$ cat config.mk
export PLATFORM = sky130hd
export DESIGN_NAME = av_mult_scheduler_flat
export DESIGN_NICKNAME = d
export VERILOG_FILES = /design/src/rtl/av_mult_scheduler_if.sv /design/src/rtl/av_mult_scheduler.sv /design/src/flat_wrapper.sv
export SDC_FILE = /design/constraint.sdc
export NUM_CORES = 1
export LEC_CHECK = 0
export BUFFER_PORTS_ARGS = -buffer_cell sky130_fd_sc_hd__buf_2
export CAP_MARGIN = 20
export CORE_MARGIN = 5
export CORE_UTILIZATION = 48
export DETAILED_ROUTE_END_ITERATION = 10
export PLACE_DENSITY = 0.84
export SLEW_MARGIN = 10
export SYNTH_ARGS = -nofsm -noshare
export SYNTH_HDL_FRONTEND = slang
export SYNTH_SLANG_ARGS = --single-unit
$ cat constraint.sdc
create_clock -name clk -period 4.8 [get_ports clk]
set_input_delay 0.72 -clock clk [delete_from_list [all_inputs] [get_ports clk]]
set_output_delay 0.72 -clock clk [all_outputs]
set_load 0.005 [all_outputs]
$ cat src/rtl/av_mult_scheduler_if.sv
// rtl/av_mult_scheduler_if.sv - request, engine and response signal bundle for av_mult_scheduler
interface av_mult_scheduler_if #(
  parameter int NUM_REQ = 4
);
  localparam int ID_W = $clog2(NUM_REQ);

  logic [NUM_REQ-1:0]   req_valid;
  logic [NUM_REQ-1:0]   req_ready;
  logic [4*NUM_REQ-1:0] req_prec;
  logic                 eng_start;
  logic [ID_W-1:0]      eng_sel;
  logic [3:0]           eng_prec;
  logic                 eng_done;
  logic                 rsp_valid;
  logic [ID_W-1:0]      rsp_id;
  logic                 rsp_err;
  logic                 rsp_ready;
  logic                 busy;

  // Scheduler side.
  modport slave (
    input  req_valid, req_prec, eng_done, rsp_ready,
    output req_ready, eng_start, eng_sel, eng_prec, rsp_valid, rsp_id, rsp_err, busy
  );

  // Requesters, engine and response consumer side.
  modport master (
    output req_valid, req_prec, eng_done, rsp_ready,
    input  req_ready, eng_start, eng_sel, eng_prec, rsp_valid, rsp_id, rsp_err, busy
  );
endinterface

$ cat src/rtl/av_mult_scheduler.sv
// rtl/av_mult_scheduler.sv - round-robin job scheduler for one shared attention_av_multiply engine; optional watchdog under AV_SCHED_TIMEOUT_EN
module av_mult_scheduler #(
  parameter int NUM_REQ        = 4,
  parameter int TIMEOUT_CYCLES = 64
) (
  input  logic               clk,
  input  logic               rst_n,
  av_mult_scheduler_if.slave bus
);
  localparam int ID_W = $clog2(NUM_REQ);

  if (NUM_REQ < 2 || NUM_REQ > 16 || TIMEOUT_CYCLES < 1 || TIMEOUT_CYCLES > 65535) begin : g_param_check
    $error("av_mult_scheduler: parameter out of range");
  end

  typedef enum logic [1:0] {
    S_IDLE,
    S_START,
    S_WAIT,
    S_RESP
  } state_t;

  state_t              r_state;
  state_t              w_state_nxt;
  logic [ID_W-1:0]     r_rr_ptr;
  logic [ID_W-1:0]     r_eng_sel;
  logic [3:0]          r_eng_prec;
  logic [ID_W-1:0]     w_grant_idx;
  logic [ID_W-1:0]     w_cand;
  logic                w_any_req;
  logic                w_grant;
  logic                w_timeout;
  logic                w_rsp_err;
  logic [NUM_REQ-1:0]  w_req_ready;
  logic                w_eng_start;
  logic                w_rsp_valid;
  logic                w_busy;

  // Pick the first requesting index at or after rr_ptr, wrapping; scanning downward lets the nearest one win.
  always_comb begin
    w_grant_idx = '0;
    w_cand      = '0;
    w_any_req   = 1'b0;
    for (int k = NUM_REQ - 1; k >= 0; k--) begin
      w_cand = ID_W'((int'(r_rr_ptr) + k) % NUM_REQ);
      if (bus.req_valid[w_cand]) begin
        w_grant_idx = w_cand;
        w_any_req   = 1'b1;
      end
    end
  end

  // Gated by rst_n so no accept strobe can appear while the block is held in reset.
  assign w_grant = rst_n && (r_state == S_IDLE) && w_any_req;

`ifdef AV_SCHED_TIMEOUT_EN
  localparam int WDOG_W = $clog2(TIMEOUT_CYCLES + 1);

  logic [WDOG_W-1:0] r_wdog;
  logic              r_rsp_err;

  assign w_timeout = (r_state == S_WAIT) && !bus.eng_done &&
                     (r_wdog == WDOG_W'(TIMEOUT_CYCLES - 1));
  assign w_rsp_err = r_rsp_err;

  // Watchdog sits at zero outside S_WAIT, so every entry to S_WAIT starts a fresh count.
  always_ff @(posedge clk or negedge rst_n) begin
    if (!rst_n) begin
      r_wdog <= '0;
    end else if (r_state != S_WAIT) begin
      r_wdog <= '0;
    end else if (!bus.eng_done) begin
      r_wdog <= r_wdog + WDOG_W'(1);
    end
  end

  // Record the job outcome when leaving S_WAIT; a real completion beats a same-cycle timeout.
  always_ff @(posedge clk or negedge rst_n) begin
    if (!rst_n) begin
      r_rsp_err <= 1'b0;
    end else if (r_state == S_WAIT) begin
      if (bus.eng_done) begin
        r_rsp_err <= 1'b0;
      end else if (w_timeout) begin
        r_rsp_err <= 1'b1;
      end
    end
  end
`else
  assign w_timeout = 1'b0;
  assign w_rsp_err = 1'b0;
`endif

  // State register.
  always_ff @(posedge clk or negedge rst_n) begin
    if (!rst_n) begin
      r_state <= S_IDLE;
    end else begin
      r_state <= w_state_nxt;
    end
  end

  // Next-state and per-state strobes; eng_done only matters while waiting on the engine.
  always_comb begin
    w_state_nxt = r_state;
    w_req_ready = '0;
    w_eng_start = 1'b0;
    w_rsp_valid = 1'b0;
    w_busy      = 1'b1;
    unique case (r_state)
      S_IDLE: begin
        w_busy = 1'b0;
        if (w_grant) begin
          w_req_ready = NUM_REQ'(1) << w_grant_idx;
          w_state_nxt = S_START;
        end
      end
      S_START: begin
        w_eng_start = 1'b1;
        w_state_nxt = S_WAIT;
      end
      S_WAIT: begin
        if (bus.eng_done || w_timeout) begin
          w_state_nxt = S_RESP;
        end
      end
      S_RESP: begin
        w_rsp_valid = 1'b1;
        if (bus.rsp_ready) begin
          w_state_nxt = S_IDLE;
        end
      end
      default: begin
        w_state_nxt = S_IDLE;
      end
    endcase
  end

  // Latch the granted job's operand select and precision, and advance the round-robin pointer.
  always_ff @(posedge clk or negedge rst_n) begin
    if (!rst_n) begin
      r_rr_ptr   <= '0;
      r_eng_sel  <= '0;
      r_eng_prec <= '0;
    end else if (w_grant) begin
      r_eng_sel  <= w_grant_idx;
      r_eng_prec <= bus.req_prec[{w_grant_idx, 2'b00} +: 4];
      r_rr_ptr   <= (w_grant_idx == ID_W'(NUM_REQ - 1)) ? '0 : w_grant_idx + ID_W'(1);
    end
  end

  assign bus.req_ready = w_req_ready;
  assign bus.eng_start = w_eng_start;
  assign bus.eng_sel   = r_eng_sel;
  assign bus.eng_prec  = r_eng_prec;
  assign bus.rsp_valid = w_rsp_valid;
  assign bus.rsp_id    = r_eng_sel;
  assign bus.rsp_err   = w_rsp_err;
  assign bus.busy      = w_busy;
endmodule

$ cat src/flat_wrapper.sv
// flat-port wrapper written by rule: the top's interface ports become plain ports
module av_mult_scheduler_flat 
#(
  parameter int NUM_REQ        = 4,
  parameter int TIMEOUT_CYCLES = 64
)
  (clk, rst_n, bus_req_valid, bus_req_prec, bus_eng_done, bus_rsp_ready, bus_req_ready, bus_eng_start, bus_eng_sel, bus_eng_prec, bus_rsp_valid, bus_rsp_id, bus_rsp_err, bus_busy);
  av_mult_scheduler_if #(.NUM_REQ(NUM_REQ)) bus_i ();
  input  logic clk;
  input  logic rst_n;
  input wire logic [$bits(bus_i.req_valid)-1:0] bus_req_valid;
  input wire logic [$bits(bus_i.req_prec)-1:0] bus_req_prec;
  input wire logic [$bits(bus_i.eng_done)-1:0] bus_eng_done;
  input wire logic [$bits(bus_i.rsp_ready)-1:0] bus_rsp_ready;
  output wire logic [$bits(bus_i.req_ready)-1:0] bus_req_ready;
  output wire logic [$bits(bus_i.eng_start)-1:0] bus_eng_start;
  output wire logic [$bits(bus_i.eng_sel)-1:0] bus_eng_sel;
  output wire logic [$bits(bus_i.eng_prec)-1:0] bus_eng_prec;
  output wire logic [$bits(bus_i.rsp_valid)-1:0] bus_rsp_valid;
  output wire logic [$bits(bus_i.rsp_id)-1:0] bus_rsp_id;
  output wire logic [$bits(bus_i.rsp_err)-1:0] bus_rsp_err;
  output wire logic [$bits(bus_i.busy)-1:0] bus_busy;
  assign bus_i.req_valid = bus_req_valid;
  assign bus_i.req_prec = bus_req_prec;
  assign bus_i.eng_done = bus_eng_done;
  assign bus_i.rsp_ready = bus_rsp_ready;
  assign bus_req_ready = bus_i.req_ready;
  assign bus_eng_start = bus_i.eng_start;
  assign bus_eng_sel = bus_i.eng_sel;
  assign bus_eng_prec = bus_i.eng_prec;
  assign bus_rsp_valid = bus_i.rsp_valid;
  assign bus_rsp_id = bus_i.rsp_id;
  assign bus_rsp_err = bus_i.rsp_err;
  assign bus_busy = bus_i.busy;
  av_mult_scheduler #(.NUM_REQ(NUM_REQ), .TIMEOUT_CYCLES(TIMEOUT_CYCLES)) u_core (.clk(clk), .rst_n(rst_n), .bus(bus_i));
endmodule
Yosys cells after proc, flatten, opt, wreduce, memory -nomap -nowiden
Index checks and enable logic that the tools add are counted.

Register bits: 10. Bits of input ports: 24. Word-level logic and storage cells: 51.

$add $sub $neg: 4. Magnitude comparators: 4. Equality and inequality tests: 7. Shifts and indexed selects: 2. Multiplexer cells: 26. Reduce and logical (&&, ||, !) cells: 4.

Operator list (count): $mux W2 (8); $shiftx A16 B5 Y4 (1); $lt A2 B3 Y1 const B (4); $mux W1 (11); $bmux W1 S2 (4); $mux W4 (2); $pmux W2 S4 (1); $eq A2 B2 Y1 const B (3); $add A2 B1 Y2 const B (2); $add A2 B2 Y2 const B (2); $ne A2 B2 Y1 const B (2); $shl A1 B2 Y4 const A (1); $reduce_and A3 Y1 (1); $eq A2 B1 Y1 const B (1); $logic_and A1 B1 Y1 (2); $logic_not A2 Y1 (1); $ne A2 B1 Y1 const B (1).

Longest topological paths before layout
Gate-level depths: netlist of the first run.

Depth in word-level cells: 10. Depth in mapped cells: 8. Mapped depth without buffers: 7.

Least setup slack after synthesis of the first run
OpenSTA, ideal clock, no wires.

Path type: input port to output port. From: in bus_req_valid[3]. To: out bus_req_ready[2]. Data arrival time: 2005 ps. Required time: 4080 ps. Path slack: 2075 ps. Stages: 6. Path buffers: 2. Path through: or4_4 -> and3_1 -> buf_6 -> and3_4 -> buf_6 -> and2_1.

Word-level cells in the longest chain between the ends: 9.

RTL lines: from (decl) (RTL line flat_wrapper.sv:11) `input wire logic [$bits(bus_i.req_valid)-1:0] bus_req_valid;`; $bmux W1 S2 (RTL line av_mult_scheduler.sv:46) `if (bus.req_valid[w_cand]) begin`; $mux W1 (not written as such) (RTL line av_mult_scheduler.sv:46); $mux W2 / $mux W1 (equally long branches) (4 in series) (RTL line av_mult_scheduler.sv:46); $shl A1 B2 Y4 / $logic_and A1 B1 Y1 (equally long branches) (RTL line av_mult_scheduler.sv:114, av_mult_scheduler.sv:54); $mux W4 (*) (RTL line av_mult_scheduler.sv:113) `if (w_grant) begin`; $mux W4 (*) (RTL line av_mult_scheduler.sv:110) `unique case (r_state)`; to (decl) (RTL line flat_wrapper.sv:15) `output wire logic [$bits(bus_i.req_ready)-1:0] bus_req_ready;`.

Mark *: on every way between the ends. The rest lies on a longest branch, timed or not. The select of a mux whose other input is x is not followed.

Worst setup path in the final report of the first run
From: in bus_req_valid[0]. To: out bus_req_ready[3].

Same word-level chain as after synthesis.

==> metrics, run 1 <==
Final Hold Vio Count 0; half-perimeter wire length after placement ~1.5 mm; number of buffers created by CTS 3; wire length of the first global-routing pass roughly 3.2 mm; clock tree from TritonCTS built; clock-pin slew of the registers on the worst-case setup and hold paths 70 ps; register area between 200 and 300 µm²; post-synthesis sequential area ratio a little under a third; number of nets in the finished design about 150; source-to-sink clock delay at the later pin of the worst-skew pair approximately 270 ps; final-report setup violation count 0; share of total power in combinational logic between 50% and 60%; CTS Hold Bufs 0; number of warnings reported in the yosys synthesis log 0; number of fillers in the final layout approximately 130; cells traversed along the worst timing path buf_2 > nand2_1 > a21oi_1 > or2_1 > inv_2 > ha_1 > and2_1 > buf_2; Die Wd roughly 50 µm; fraction of post-synthesis cell area in the top cell type by area between 30% and 40%; Routed wire per std cell roughly 14 µm; post-CTS setup buffers 0; Net Sw Power between 200 and 250 µW; DR pass1 iterations 4; die boundary height ~51 µm; slowest library cell on the worst path sky130_fd_sc_hd__or2_1; number of buffers between clock root and the deepest sink 2; detailed-route wire length about 1.8 mm; Post-Syn Instances 81; maximum number of pins on one net before global-route repair 14; Std-Cell Core Area about 1500 µm²; PostCTS Resize Cnt 0; final critical-path required period approximately 3000 ps; Non-Filler Instances between 100 and 150; post-synthesis cell area 792 µm²; overall die area about 2600 µm²; Setup CP Type in -> out; post-route clock skew around 5 ps; total clock sinks 10; dominant cells by area after synthesis sky130_fd_sc_hd__dfrtp_1 32%, sky130_fd_sc_hd__ha_1 9.5%, sky130_fd_sc_hd__a211oi_2 6.3%; placer congestion estimate approximately 0.75; Via density 5.42; Slew headroom a little under two thirds; Tcrit/Tclk final ~62%; cell area power density 519 nW/µm²; required time at the endpoint of the critical path 4080 ps; classification of the worst-slack hold path in -> async; pre-CTS WS approximately 1800 ps; nets in the synthesized netlist 111; transition at the pin with the smallest max-transition slack between 500 and 600 ps; library cell occupying the most area in the post-synthesis netlist sky130_fd_sc_hd__dfrtp_1; maximum fanout along the worst path 12; Clk Tree Root Cell sky130_fd_sc_hd__clkbuf_4; initial core utilization between 50% and 60%; launching element type of the critical path input port; boundary pin count 40; row count 14; worst path setup slack after routing ~1800 ps; launch instance of the worst register-to-register path u_core.r_rr_ptr[1]; Buffers & Inverters on Critical Path 3; number of nets with antenna violations after routing 0; arrival time reported for the critical path endpoint roughly 2300 ps; Iteration-0 DRC Markers 6; max-slew violation total from the final report 0; mean area per synthesized cell roughly 9.8 µm²; layout cells sized above 1 44.8%; register bit total from synthesis 10; delay-heaviest family, CP simple AND/OR/NAND/NOR gates; max cap viols 0; cell internal pwr 303 µW; CTS HTree Levels 1; result of the run completed; via count of the first global-routing pass ~710; total of buffers placed on input and output ports 38; Pleak around 0.52 nW; antenna violations before repair 0; maximum clock frequency 334 MHz; total number of vias 715; all-layer global routing usage between 10% and 20%; clock power share between 10% and 20%; switching part of the total power between 40% and 50%; crit path capture type output port; Area growth syn-to-layout 24.2%; multi-input gate area in the final layout roughly 460 µm²; Final TNS setup 0 ps; count of different cell masters after synthesis 31; unrepaired setup endpoints after global routing false; Antenna diodes 0; largest stage delay on the critical path about 500 ps; first element of the critical path bus_req_valid[0]; DRC violations left 0; Seq pwr share just over 30%; VDD IR-drop max about 350 µV; gr ovfl total 0; most frequent CP cell sky130_fd_sc_hd__buf_2; number of placed instances, taps included roughly 130
[worst register-to-register path, stage by stage, from the launching register on]
cell and delay [ps]:
sky130_fd_sc_hd__dfrtp_1 410, sky130_fd_sc_hd__mux2i_1 130, sky130_fd_sc_hd__a22o_1 240, sky130_fd_sc_hd__or2_1 430, sky130_fd_sc_hd__a2111oi_0 620, sky130_fd_sc_hd__a211oi_2 60
[path summary, 6_finish.rpt]
kind                                     endpoint  slack [ps]  cells after the start
max                              bus_req_ready[3]        1810                      8
min                        u_core.bus.eng_prec[1]         310                      1
max reg2reg                u_core.bus.eng_prec[0]        2790                      5
min reg2reg                 u_core.bus.eng_sel[0]         510                      1
max in group asynchronous       u_core.r_state[1]        4270                      1
min in group clk            u_core.bus.eng_sel[0]         510                      1
[power by group through the flow]
stage / Clock, mW / Combinational [mW] / Sequential [mW]
detailed placement: 0 / 0.277 / 0.158
finish: 0.0792 / 0.275 / 0.157
CTS: 0.0781 / 0.279 / 0.157
global placement: 0 / 0.267 / 0.158
global route: 0.0843 / 0.311 / 0.167
floorplan: 0 / 0.205 / 0.156
[sequential cells by signal (all words and copies together) (netlist names)]
register / cells
u_core.r_state: 2
u_core.bus.eng_sel: 2
u_core.bus.eng_prec: 4
u_core.r_rr_ptr: 2
[layer usage]
metal	vias to the layer above	routed length, µm	GRT usage, %
li1	355	-	-
met1	326	752	20.1
met2	29	882	24.8
met3	5	188	4.14
met4	0	17	3.83
met5	-	0	0
[synth_stat cells]
cell type,number
sky130_fd_sc_hd__a2111oi_0,2
sky130_fd_sc_hd__a2111oi_2,2
sky130_fd_sc_hd__a211oi_2,4
sky130_fd_sc_hd__a21o_1,3
sky130_fd_sc_hd__a21oi_1,4
sky130_fd_sc_hd__a221o_1,1
sky130_fd_sc_hd__a22o_1,1
sky130_fd_sc_hd__and2_1,3
sky130_fd_sc_hd__and3_1,1
sky130_fd_sc_hd__and3_4,1
sky130_fd_sc_hd__buf_2,2
sky130_fd_sc_hd__buf_4,3
sky130_fd_sc_hd__buf_6,2
sky130_fd_sc_hd__conb_1,1
sky130_fd_sc_hd__dfrtp_1,10
sky130_fd_sc_hd__ha_1,6
sky130_fd_sc_hd__inv_1,6
sky130_fd_sc_hd__inv_2,2
sky130_fd_sc_hd__mux2_1,1
sky130_fd_sc_hd__mux2i_1,5
sky130_fd_sc_hd__nand2_1,2
sky130_fd_sc_hd__nand3_1,1
sky130_fd_sc_hd__nor2_1,5
sky130_fd_sc_hd__nor2b_1,2
sky130_fd_sc_hd__nor3_1,2
sky130_fd_sc_hd__nor3b_1,4
sky130_fd_sc_hd__o21ai_0,1
sky130_fd_sc_hd__o21ai_1,1
sky130_fd_sc_hd__o32a_1,1
sky130_fd_sc_hd__or2_1,1
sky130_fd_sc_hd__or4_4,1
[cell type report]
type | instances | area share, %
sequential | 10 | 25.4
tap | 16 | 2.04
clock buffer | 4 | 3.69
multi-input combinational | 56 | 46.4
inverter | 8 | 3.05
timing repair buffer | 38 | 19.3
[placed cells by master (no fill, tap or decap), types with 3 or more instances in the layout]
cell	instances
sky130_fd_sc_hd__dfrtp_1	10
sky130_fd_sc_hd__buf_2	38
sky130_fd_sc_hd__clkbuf_4	3
sky130_fd_sc_hd__a21o_1	3
sky130_fd_sc_hd__a21oi_1	4
sky130_fd_sc_hd__nor2_1	5
sky130_fd_sc_hd__nor3b_1	4
sky130_fd_sc_hd__inv_1	6
sky130_fd_sc_hd__ha_1	6
sky130_fd_sc_hd__mux2i_1	5
sky130_fd_sc_hd__and2_1	3
sky130_fd_sc_hd__a211oi_2	4
[logic make-up (layout without fill, tap and decap cells)]
| kind of cell | count (synthesis) | count (layout) | synth area share [%] |
|---|---|---|---|
| compound gates | 20 | 20 | 22.6 |
| fa+ha+maj | 6 | 6 | 9.48 |
| mux | 6 | 6 | 7.74 |
| simple gates | 23 | 23 | 17.4 |
| buf+inv | 15 | 50 | 10.7 |
| flops | 10 | 10 | 31.6 |
| other cells | 1 | 1 | 0.473 |
[per-stage QoR]
stage / util [%] / power (mW) / hold WS, ps / area (µm²)
3_5_place_dp: 61.4 / 0.435 / 500 / 947
5_1_grt: 63.8 / 0.563 / 328 / 983
3_3_place_gp: 61.4 / 0.425 / 490 / 947
4_1_cts: 63.8 / 0.514 / 323 / 983
2_1_floorplan: - / 0.361 / 424 / 792
6_report: 63.8 / 0.511 / 307 / 983
Note: power is estimated with default switching activity, not from simulation.
==> inputs of run 2 (changes only) <==
--- a/config.mk
+++ b/config.mk
@@ -5,12 +5,13 @@
 export SDC_FILE = /design/constraint.sdc
 export NUM_CORES = 1
 export LEC_CHECK = 0
+export ABC_AREA = 1
 export BUFFER_PORTS_ARGS = -buffer_cell sky130_fd_sc_hd__buf_2
 export CAP_MARGIN = 20
 export CORE_MARGIN = 5
-export CORE_UTILIZATION = 48
+export CORE_UTILIZATION = 43
 export DETAILED_ROUTE_END_ITERATION = 10
-export PLACE_DENSITY = 0.84
+export PLACE_DENSITY = 0.76
 export SLEW_MARGIN = 10
 export SYNTH_ARGS = -nofsm -noshare
 export SYNTH_HDL_FRONTEND = slang
==> constraint.sdc (replaced) <==
create_clock -name clk -period 2.7 [get_ports clk]
set_input_delay 0.405 -clock clk [delete_from_list [all_inputs] [get_ports clk]]
set_output_delay 0.405 -clock clk [all_outputs]
set_load 0.005 [all_outputs]
==> run 2 against run 1 <==
Effect of this change: combinational power grew to 3.9 times the previous value; routed wire length is 26% higher; cell count up 71%; sequential share of layout area decreased by 5.0 points; register-to-register slack worse by 2000 ps; area after synthesis rose by 22%; sequential power rose by 83%; hold slack better by 180 ps; critical path type is now reg -> out; largest power group unchanged; highest routed layer unchanged.
==> metrics, run 2 <==
total clock sinks 10 (unchanged); source-to-sink clock delay at the later pin of the worst-skew pair 260 ps (about the same); maximum fanout along the worst path 11 (-1); Routed wire per std cell 10.3 µm (-26%); xor-xnor portion of the synthesized cell area 0% (unchanged); CTS HTree Levels 1 (unchanged); Non-Filler Instances 226 (+71%); adder and majority cell fraction of the synthesized area 7.76% (-1.7 points); placer congestion estimate 0.849 (+14%); half-perimeter wire length after placement 1.97 mm (+30%); final-report setup violation count 0 (unchanged); mean area per synthesized cell 6.16 µm² (-37%); mux cell area share after synthesis 0% (-7.7 points); number of placed instances, taps included 218 (+70%); Synth top cells by count 52 x sky130_fd_sc_hd__nand2_1, 29 x sky130_fd_sc_hd__inv_1, 23 x sky130_fd_sc_hd__nand3_1, 10 x sky130_fd_sc_hd__dfrtp_1, 10 x sky130_fd_sc_hd__nor2_1; unrepaired setup endpoints after global routing false; classification of the worst-slack hold path reg -> reg; crit path capture type output port; Area growth syn-to-layout 27.4%; Pleak 0.794 nW (+53%); clock tree from TritonCTS built; Tcrit/Tclk final approximately nine tenths; number of flops mapped to enable cells by yosys 0 (unchanged); DR pass1 iterations 4 (unchanged); row count 17 (+3); Setup CP Type reg -> out; most frequent CP cell sky130_fd_sc_hd__nor2_1; Iteration-0 DRC Markers 23 (+17); Clk Tree Root Cell sky130_fd_sc_hd__clkbuf_4; Primary FF master, synth sky130_fd_sc_hd__dfrtp_1; boundary pin count 40 (unchanged); all-layer global routing usage 13.6% (-1.7 points); library cell occupying the most area in the post-synthesis netlist sky130_fd_sc_hd__dfrtp_1; commonest cells after routing, fill and taps aside 52 x sky130_fd_sc_hd__nand2_1, 38 x sky130_fd_sc_hd__buf_2, 29 x sky130_fd_sc_hd__inv_1; required time at the endpoint of the critical path 2300 ps (-1780 ps); VDD IR-drop max 743 µV (+120%); number of nets with antenna violations after routing 0 (unchanged); Std-Cell Core Area 2170 µm² (+41%); first element of the critical path u_core.r_rr_ptr[0]; main combinational cell family by area after synthesis simple AND/OR/NAND/NOR gates; result of the run completed; Design Power 1.48 mW (+190%); nets in the synthesized netlist 187 (+68%); register bit total from synthesis 10 (unchanged); overall die area 3300 µm² (+29%); most common library cell in the layout ignoring fill and taps sky130_fd_sc_hd__nand2_1; number of buffers between clock root and the deepest sink 2 (unchanged); max cap viols 0 (unchanged); detailed-route wire length 2.33 mm (+26%); layout cells sized above 1 30.8% (-14 points); Hold Crit Start u_core.bus.eng_prec[1]; fraction of post-synthesis cell area in the top cell type by area 25.9% (-5.7 points); die boundary height 57.4 µm (+13%); DRC violations left 0 (unchanged); Post-Syn Instances 157 (+94%); most frequent cell after synthesis sky130_fd_sc_hd__nand2_1; initial core utilization 44.6% (-6.8 points); total of buffers placed on input and output ports 38 (unchanged); Post-synth ARST share 100% (unchanged); cells traversed along the worst timing path buf_12 > o21ai_1 > nor2_1 > nor2_2 > nand3_4 > nand2_2 > ha_1 > inv_1 > nor2_1 > buf_2; final critical-path required period between 2000 and 2500 ps; Die Wd 57.4 µm (+13%); number of nets in the finished design 229 (+56%); arrival time reported for the critical path endpoint 2070 ps (-200 ps); number of buffers created by CTS 3 (unchanged); Via density 4.63 (-14%); launching element type of the critical path flop; Final Hold Vio Count 0 (unchanged); clock-pin slew of the registers on the worst-case setup and hold paths 70 ps (about the same); antenna violations before repair 0 (unchanged); number of fillers in the final layout 225 (+72%); flip-flop count of the largest register after layout 4 (unchanged); number of warnings reported in the yosys synthesis log 0 (unchanged); via count of the first global-routing pass 946 (+34%); wire length of the first global-routing pass 3.71 mm (+17%); max-slew violation total from the final report 0 (unchanged); maximum number of pins on one net before global-route repair 12 (-2); slowest library cell on the worst path sky130_fd_sc_hd__dfrtp_2; largest stage delay on the critical path 460 ps (-40 ps); cell area power density 1200 nW/µm² (+130%); complex-gate fraction of the synthesized area 4.01% (-19 points); gr ovfl total 0 (unchanged); simple-gate share of the synthesized area 43.6% (+26 points); launch instance of the worst register-to-register path u_core.r_rr_ptr[0]; total number of vias 1047 (+46%); Antenna diodes 0 (unchanged); post-route clock skew 1.06 ps (-3.80 ps); post-synthesis cell area 967 µm² (+22%); delay-heaviest family, CP simple AND/OR/NAND/NOR gates; final hold slack 487 ps (+180 ps); maximum clock frequency between 400 and 500 MHz; count of different cell masters after synthesis 20 (-35%); post-synthesis sequential area ratio 25.9% (-5.7 points); Final TNS setup 0 ps (unchanged); dominant cells by area after synthesis sky130_fd_sc_hd__dfrtp_1 26%, sky130_fd_sc_hd__nand2_1 20%, sky130_fd_sc_hd__nand3_1 12%; Buffers & Inverters on Critical Path 3 (unchanged)
==> run 2: worst min-delay path: stages (launching register included) <==
cell and delay, ps:
sky130_fd_sc_hd__dfrtp_1 350, sky130_fd_sc_hd__nand2_1 50, sky130_fd_sc_hd__nand2_1 60
==> run 2: logic make-up after synthesis <==
kind of cell	Yosys count
flip-flops	10
AO/OA/AOI/OAI	7
buffers and inverters	40
adder cells (fa/ha/maj)	6
AND/OR/NAND/NOR	93
other	1
==> run 2: cell type report <==
| cell class | count | area [µm²] | share of cell area (%) |
|---|---|---|---|
| Multi-Input combinational cell | 107 | 539 | 43.8 |
| Sequential cell | 10 | 251 | 20.4 |
| Timing Repair Buffer | 43 | 243 | 19.7 |
| Inverter | 34 | 128 | 10.4 |
| Clock buffer | 4 | 36.3 | 2.94 |
| Tap cell | 28 | 35.0 | 2.84 |
==> run 2: path summary, 6_finish.rpt <==
kind | slack [ps] | cells past startpoint | endpoint
max | 220 | 10 | bus_req_ready[3]
min | 490 | 2 | u_core.bus.eng_prec[1]
max reg2reg | 790 | 10 | u_core.r_rr_ptr[1]
min reg2reg | 490 | 2 | u_core.bus.eng_prec[1]
max in group asynchronous | 1950 | 2 | u_core.r_rr_ptr[0]
min in group asynchronous | 540 | 2 | u_core.bus.eng_prec[3]
==> run 2: through the flow <==
stage	cell area (µm²)	worst slack (ps)	utilization, %
after CTS	1200	157	55.2
after floorplan	967	814	-
after global routing	1230	49.5	56.8
after global placement	1150	392	53.0
after detailed placement	1150	282	53.0
final	1230	223	56.8
==> run 2: timing repair <==
item | in CTS | in global routing
setup endpoints to repair | 1 | 1
pin swaps | 0 | 0
endpoints found under the hold margin | 7 | 0
setup buffers | 0 | 3
hold buffers | 1 | 0
resized for setup | 1 | 0
==> run 2: where the power goes <==
group / switching [mW] / internal [mW] / leakage (nW)
Sequential: 0.0633 / 0.225 / 0.122
Clock: 0.0533 / 0.0818 / 0.0210
Combinational: 0.648 / 0.412 / 0.650
Total: 0.764 / 0.718 / 0.794
==> run 2: metal layers <==
metal  vias up  track usage, %  share of wire [%]
li1        551               -                  -
met1       459            16.3                 41
met4         0            3.97               0.86
met2        32            24.7                 53
met5         -               0                  0
met3         5            2.04                5.6
==> inputs of run 3 (changes only) <==
--- a/config.mk
+++ b/config.mk
@@ -6,7 +6,7 @@
 export NUM_CORES = 1
 export LEC_CHECK = 0
 export ABC_AREA = 1
-export BUFFER_PORTS_ARGS = -buffer_cell sky130_fd_sc_hd__buf_2
+export BUFFER_PORTS_ARGS = -buffer_cell sky130_fd_sc_hd__clkbuf_2
 export CAP_MARGIN = 20
 export CORE_MARGIN = 5
 export CORE_UTILIZATION = 43
==> run 3 against run 2 <==
Effect of this change: clock skew shrank 0.87 ps; sequential power grew 2%; first-iteration DRC count shrank 39%; combinational power is essentially flat; non-clock buffer count grew 1; register-to-register slack is essentially flat.
==> metrics, run 3 (synthesis gave the netlist of run 2 again) <==
DRC violations left 0 (unchanged); number of nets in the finished design 230 (+0.44%); total of buffers placed on input and output ports 38 (unchanged); post-route clock skew 0.191 ps (-0.871 ps); launch instance of the worst register-to-register path u_core.r_rr_ptr[0]; all-layer global routing usage 14.8% (+1.2 points); Via density 4.52 (-2.3%); Tcrit/Tclk final 91.0% (-0.72 points); wire length of the first global-routing pass 4.02 mm (+8.2%); Clk Tree Root Cell sky130_fd_sc_hd__clkbuf_4; path depth of the worst reg2reg path 10 (unchanged); number of buffers created by CTS 3 (unchanged); via count of the first global-routing pass 985 (+4.1%); Design Power 1.50 mW (+1.1%); row count 17 (unchanged); Final TNS setup 0 ps (unchanged); maximum clock frequency 407 MHz (+0.79%); number of nets with antenna violations after routing 0 (unchanged); Worst R2R End u_core.r_rr_ptr[1]; launching element type of the critical path flop; result of the run completed; maximum number of pins on one net before global-route repair 12 (unchanged); initial core utilization 44.6% (unchanged); Final Hold Vio Count 0 (unchanged); clock-pin slew of the registers on the worst-case setup and hold paths 70 ps (about the same); half-perimeter wire length after placement 1.99 mm (+0.88%); total number of vias 1027 (-1.9%); Routed wire per std cell 10.5 µm (+2.3%); most common library cell in the layout ignoring fill and taps sky130_fd_sc_hd__nand2_1; CTS HTree Levels 1 (unchanged); flip-flop count of the largest register after layout 4 (unchanged); Area growth syn-to-layout 26.6%; die boundary height 57.4 µm (unchanged); Die Wd 57.4 µm (unchanged); source-to-sink clock delay at the later pin of the worst-skew pair 270 ps (about the same); Std-Cell Core Area 2170 µm² (unchanged); layout cells sized above 1 31.7% (+0.85 points); clock tree from TritonCTS built; unrepaired setup endpoints after global routing false; detailed-route wire length 2.39 mm (+2.8%); commonest cells after routing, fill and taps aside 52 x sky130_fd_sc_hd__nand2_1, 38 x sky130_fd_sc_hd__clkbuf_2, 29 x sky130_fd_sc_hd__inv_1; required time at the endpoint of the critical path 2300 ps (about the same); classification of the worst-slack hold path in -> async; overall die area 3300 µm² (unchanged); max-slew violation total from the final report 0 (unchanged); cell area power density 1220 nW/µm² (+1.7%); max cap viols 0 (unchanged); boundary pin count 40 (unchanged); total clock sinks 10 (unchanged); number of buffers between clock root and the deepest sink 2 (unchanged); Setup CP Type reg -> out; VDD IR-drop max 678 µV (-8.9%); antenna violations before repair 0 (unchanged); final critical-path required period 2460 ps (-19.3 ps); DR pass1 iterations 4 (unchanged); gr ovfl total 0 (unchanged); Pleak 0.794 nW (+0.11%); Antenna diodes 0 (unchanged); Layout Utilization 56.5% (-0.35 points); final-report setup violation count 0 (unchanged); placer congestion estimate 0.814 (-4.1%); maximum fanout along the worst path 11 (unchanged); Iteration-0 DRC Markers 14 (-39%); CTS Hold Bufs 0 (-1); crit path capture type output port; arrival time reported for the critical path endpoint 2050 ps (-20 ps); Worst R2R Setup Slack 780 ps (about the same)
run 3: cell types whose count changed in the layout (fill, tap and decap cells not counted), sizes merged:
cell / change
dlygate4sd3: -1
buf: -36
clkbuf: +38
run 3: critical path, stage by stage, from the launching register on:
cell and delay, ps:
sky130_fd_sc_hd__dfrtp_2 450, sky130_fd_sc_hd__buf_4 150, sky130_fd_sc_hd__nand2_2 80, sky130_fd_sc_hd__nand3_2 90
sky130_fd_sc_hd__nand2_1 110, sky130_fd_sc_hd__nand3_2 110, sky130_fd_sc_hd__nand2_2 100, sky130_fd_sc_hd__nand2_4 80
sky130_fd_sc_hd__nand2_2 180, sky130_fd_sc_hd__ha_1 180, sky130_fd_sc_hd__inv_1 40, sky130_fd_sc_hd__nor2_1 90
sky130_fd_sc_hd__clkbuf_2 120
run 3: metal layers:
metal	wire length, µm	track usage (%)
met2	1240	26.5
met3	113	1.81
met4	21	5.30
met5	0	0
met1	1010	18.0
run 3: worst max path at each step:
stage,end,depth (start not counted),start,slack (ps)
floorplan,bus_req_ready[3],12,u_core.r_rr_ptr[0],810
global placement,bus_req_ready[3],12,u_core.r_rr_ptr[0],400
detailed placement,bus_req_ready[3],12,u_core.r_rr_ptr[0],300
CTS,bus_req_ready[3],12,u_core.r_rr_ptr[0],2
global route,bus_req_ready[3],10,u_core.r_rr_ptr[0],50
finish,bus_req_ready[3],12,u_core.r_rr_ptr[0],240
run 3: stage by stage:
step           area (µm²)  hold slack, ps  cells  worst slack [ps]
4_1_cts              1200            9.71    224              1.67
6_report             1220           0.144    227               242
3_5_place_dp         1160             293    220               299
3_3_place_gp         1160             286    220               399
5_1_grt              1220            8.92    227              47.2
2_1_floorplan         967             109    157               814
run 3: final cells by class:
type / count / area, µm²
Sequential cell: 10 / 251
Tap cell: 28 / 35.0
Inverter: 34 / 128
Multi-Input combinational cell: 107 / 539
Timing Repair Buffer: 44 / 235
Clock buffer: 4 / 36.3
Fill cell: 216 / 945
run 3: report_power, final:
part / internal [mW] / switching (mW) / leakage [nW]
combinational: 0.417 / 0.654 / 0.651
sequential: 0.225 / 0.0678 / 0.122
clock: 0.0819 / 0.0540 / 0.0210
run 3: what timing repair did:
action / 4_1_cts / 5_1_grt
setup buffers: 0 / 3
resized for setup: 0 / 1
endpoints found under the setup margin: 0 / 4
